--- config.mk ---
export PLATFORM = sky130hd
export DESIGN_NAME = siganal_next
export DESIGN_NICKNAME = d
export VERILOG_FILES = /design/src/rtl/siganal_next_pkg.sv /design/src/rtl/siganal_next_core.sv /design/src/rtl/siganal_next.sv
export SDC_FILE = /design/constraint.sdc
export NUM_CORES = 1
export LEC_CHECK = 0
export CAP_MARGIN = 10
export CORE_MARGIN = 5
export CORE_UTILIZATION = 28
export DETAILED_ROUTE_END_ITERATION = 8
export PLACE_DENSITY = 0.91
export SLEW_MARGIN = 20
export SYNTH_ARGS = -nofsm -noshare
export SYNTH_HDL_FRONTEND = slang
export SYNTH_SLANG_ARGS = --single-unit
--- constraint.sdc ---
create_clock -name vclk -period 2.8
set_input_delay 0.56 -clock vclk [all_inputs]
set_output_delay 0.56 -clock vclk [all_outputs]
set_load 0.02 [all_outputs]
--- src/rtl/siganal_next_pkg.sv ---
// Shared widths and extMode encodings for the immediate-extension unit.
package siganal_next_pkg;

    localparam int unsigned SIGN_EXTEND_LEN = 16;
    localparam int unsigned WORD_LEN        = 32;

    localparam logic [1:0] EXT_SIGN   = 2'b00;
    localparam logic [1:0] EXT_ZERO   = 2'b01;
    localparam logic [1:0] EXT_UPPER  = 2'b10;
    localparam logic [1:0] EXT_BRANCH = 2'b11;

endpackage

--- src/rtl/siganal_next_core.sv ---
// Combinational mode mux: widens the raw immediate into a datapath word.
module siganal_next_core
    import siganal_next_pkg::*;
#(
    parameter int unsigned IN_W  = SIGN_EXTEND_LEN,
    parameter int unsigned OUT_W = WORD_LEN
) (
    input  logic [IN_W-1:0]  imm,
    input  logic [1:0]       extMode,
    output logic [OUT_W-1:0] extWord
);

    logic s;
    assign s = imm[IN_W-1];

    always_comb begin
        extWord = '0;
        unique case (extMode)
            EXT_SIGN:   extWord = {{(OUT_W-IN_W){s}}, imm};
            EXT_ZERO:   extWord = {{(OUT_W-IN_W){1'b0}}, imm};
            EXT_UPPER:  extWord = {imm, {(OUT_W-IN_W){1'b0}}};
            EXT_BRANCH: extWord = {{(OUT_W-IN_W-2){s}}, imm, 2'b00};
            default:    extWord = '0;
        endcase
    end

endmodule

--- src/rtl/siganal_next.sv ---
// Immediate-extension unit; define SIGNEXT_REG_OUT_EN for a 1-cycle registered output
// stage with synchronous reset, otherwise the block is purely combinational.
module siganal_next
    import siganal_next_pkg::*;
#(
    parameter int unsigned IN_W  = SIGN_EXTEND_LEN,
    parameter int unsigned OUT_W = WORD_LEN
) (
    input  logic             clk,
    input  logic             rst,
    input  logic [IN_W-1:0]  inputSignalBeforeExtension,
    input  logic [1:0]       extMode,
    input  logic             validIn,
    output logic [OUT_W-1:0] outputSignalAfterExtension,
    output logic             extNegative,
    output logic             validOut
);

    logic [OUT_W-1:0] extWord;

    siganal_next_core #(
        .IN_W  (IN_W),
        .OUT_W (OUT_W)
    ) u_core (
        .imm     (inputSignalBeforeExtension),
        .extMode (extMode),
        .extWord (extWord)
    );

`ifdef SIGNEXT_REG_OUT_EN
    logic [OUT_W-1:0] wordQ;
    logic             validQ;

    always_ff @(posedge clk) begin
        if (rst) begin
            wordQ  <= '0;
            validQ <= 1'b0;
        end else begin
            wordQ  <= extWord;
            validQ <= validIn;
        end
    end

    assign outputSignalAfterExtension = wordQ;
    assign validOut                   = validQ;
`else
    // Clock and reset are unused in the single-cycle build.
    logic unusedClkRst;
    assign unusedClkRst = clk ^ rst;

    assign outputSignalAfterExtension = extWord;
    assign validOut                   = validIn;
`endif

    assign extNegative = outputSignalAfterExtension[OUT_W-1];

endmodule

* After elaboration in Yosys (flattened, before gate mapping) *
Index checks and enable logic that the tools add are counted.

word-level totals
  input bits = 21
  latch bits = 0
  bits in writable memories = 0
  bits in read-only memories = 0
  memories kept = 0
  word-level logic and storage cells = 5
  output and inout port bits = 34
  bits in registers = 0

cells by class
  divide/modulo/power cells = 0
  bitwise operators = 0
  mux-type cells = 1
  add/sub/neg operators = 0
  shift operators = 0
  reductions and logical operators = 1
  equal/unequal tests = 3
  $lt $le $gt $ge = 0
  multipliers = 0

operator list
  operator                                                         number
  32-bit one-hot mux with 4 select lines                           1
  2-bit == test, second input constant                             2
  2-bit by 1-bit == test with 1-bit output, second input constant  1
  2-bit logical NOT                                                1

* Longest topological paths before layout *
  depth in word-level cells = 2
  mapped depth = 4
  gate-level depth less buffers = 2

* Cells and area by module *
Synthesis repeated with hierarchy kept, for this count alone.

unflattened totals
  cell total of the unflattened synthesis = 62
  area, all modules = 526.8 µm²

modules (own cells, without submodules)
  module             cells an instance  sequential area each (µm²)  area an instance (µm²)  times used
  siganal_next_core  60                 0.0                         511.7                   1
  siganal_next       2                  0.0                         15.0                    1

* Least setup slack after synthesis *
OpenSTA, ideal clock, no wires.

  path type = input port to output port
  start = input inputSignalBeforeExtension[15]
  end = output outputSignalAfterExtension[31]
  path buffers = 2
  stages on the path = 4
  required time = 2,240 ps
  path slack = 793 ps
  data arrival time = 1,447 ps
  path through = inv_1 > clkbuf_1 > a21oi_1 > buf_4

between the ends
  cells in the longest elaborated chain, start to end = 1

RTL lines
  element                                 RTL line                 RTL
  start, declared                         siganal_next.sv:11       input logic [IN_W-1:0] inputSignalBeforeExtension,
  32-bit one-hot mux with 4 select lines  siganal_next_core.sv:18  unique case (extMode)
  end, declared                           siganal_next.sv:14       output logic [OUT_W-1:0] outputSignalAfterExtension,

No other way between the ends.

* Worst setup path after layout *
Same ends and word-level chain as after synthesis.

==> run summary <==
FF+latch area: 0 um2
Core area: 0.00132 mm2
Share of the yosys chip area belonging to registers: 0
Worst path cell trace: clkdlybuf4s50_1 > inv_1 > a21oi_1 > clkdlybuf4s50_1
Worst EP arrival: 2.15 ns
Worst slack, placed: -0.159 ns
Final Instance Count excl. Fillers: 111
DR WL/cell: 14.9 um
Post-route DRC: 0
GR Util All Layers: 0.145
Ant. Diodes: 0
Slew HR: 0.697
Most frequent cell after synthesis: o2bb2ai_1
Global-route wire length before repair: 2.48 mm
Final setup violation count: 0
Die Y: 47.6 um
Synth area leaders: o2bb2ai_1 33%, a22o_1 29%, buf_6 8.5%
Buf/Inv on CP: 3
Placed cell count: 111
Multi-input gate area: 334 um2
Initial drt markers: 4
Final sequential cell count: 0
PD cells: 245 mW/mm2
Largest net degree at the start of global routing: 16
Maxcap violations: 0
Syn. warnings: 0
Area grow syn2layout: 136%
Slowest Stage Delay on Critical Path: 0.64 ns
Critical Path Most Common Cell: clkdlybuf4s50_1
Syn nets: 67
Antenna viol nets, final: 0
Vias per cell: 5.38
Hold crit path type: input pin to output pin
Layout cells sized above 1: 0.104
Die W: 47.6 um
Final GP Congestion: 0.718
CP Capture Type: output pin
Clock buffers: 0
Worst Path Required: 2.24 ns
VDD IR max: 0.114 mV
WL final: 1.66 mm
Fill count: 110
Hold path start: validIn
Critical path peak fanout: 15
Lkg Pwr: 0.000358 uW
RSZ-0062 raised after global routing: yes
Outcome: finished clean
Area of the die: 0.00226 mm2
Fmax achieved: 368 MHz
Post-Syn Instances: 46
Initial Util: 0.300
Vias in the first global route: 556
Final net count: 119
Fin crit period: 2.71 ns
Area leader, netlist: o2bb2ai_1
Buffers added on ports: 51
CP Launch Type: input pin
Dpl hpwl: 1.39 mm
Top Family by Delay on Critical Path: buffers and inverters
Crit Path Category: input pin to output pin
Initial antenna violation count: 0
Max-slew violation count: 0
Fin. Hold Viols: 0
Hold path endpoint: validOut
Post-route setup slack: 0.0853 ns
Gr ovfl total: 0
Commonest cells in the netlist: 15 x o2bb2ai_1, 13 x a22o_1, 3 x and2b_1, 3 x buf_4, 3 x buf_6
Initial DRT Pass Iterations: 3
Worst setup path startpoint: inputSignalBeforeExtension[15]
Io pins: 55
Hold Path Depth: 0
Rows: 13
Syn avg cell area: 8.60 um2
Area share of the largest cell type after synthesis: 0.332
CP max-delay cell: clkdlybuf4s50_1
DR vias: 597
Final worst-path cycle share: 0.970
Synth cell types: 14
Cts hold-fix bufs: 0
Slew @ Worst Pin: 0.454 ns
Mapped cell area: 395 um2
==> metal layers <==
metal / part of all wire / global-route usage / vias to the layer above
met2: 0.53 / 0.294 / 24
met5: 0 / 0 / -
met4: 0 / 0 / 0
met3: 0.098 / 0.0150 / 0
li1: - / - / 289
met1: 0.38 / 0.172 / 284
==> layout by cell type (no fill, tap or decap) <==
cell / count
a21oi_1: 1
a22o_1: 13
a22o_4: 1
and2_1: 1
and2b_1: 3
buf_12: 1
buf_4: 6
clkdlybuf4s50_1: 49
dlygate4sd2_1: 2
inv_1: 1
inv_2: 1
mux2i_1: 1
o2bb2ai_1: 15
xor2_4: 1
==> report_power, final <==
group | switching, uW | internal, uW
combinational | 109 | 119
sequential | 0 | 0
clock | 0 | 0
==> final cells by class <==
class | instances | share of cell area
Timing Repair Buffer | 58 | 0.614
Inverter | 2 | 0.00804
Tap cell | 15 | 0.0201
Multi-Input combinational cell | 36 | 0.358
==> timing repair <==
action                                  CTS  global route
buffers inserted                          0             0
endpoints found under the setup margin   26             2
gates resized for setup                   3             0
==> worst max-delay path by stage <==
stage	endpoint	slack (ns)	depth (start not counted)
global route	outputSignalAfterExtension[31]	-0.03	4
CTS	outputSignalAfterExtension[31]	0.08	4
detailed placement	outputSignalAfterExtension[17]	-0.16	4
finish	outputSignalAfterExtension[31]	0.09	4
floorplan	outputSignalAfterExtension[31]	0.79	4
global placement	outputSignalAfterExtension[18]	-0.14	4
==> cell families (layout without fill, tap and decap cells) <==
family,after synthesis,count (layout),share of synthesized area
AOI/OAI and AO/OA,30,30,0.677
and+or+nand+nor,4,4,0.0728
xor gates and xnor gates,1,1,0.0412
buffers and inverters,10,60,0.183
muxes,1,1,0.0253
==> through the flow <==
| stage | area (um2) | hold slack [ns] | power (uW) | setup TNS, ns | util |
|---|---|---|---|---|---|
| global placement | 925 | 1.12 | 226 | -2.00 | 0.702 |
| finish | 933 | 1.12 | 228 | 0 | 0.708 |
| CTS | 933 | 1.12 | 230 | 0 | 0.708 |
| floorplan | 395 | 1.23 | 112 | 0 | - |
| global route | 933 | 1.12 | 242 | -0.0481 | 0.708 |
| detailed placement | 925 | 1.12 | 229 | -2.35 | 0.702 |
Power figures use the tool's default switching activity.
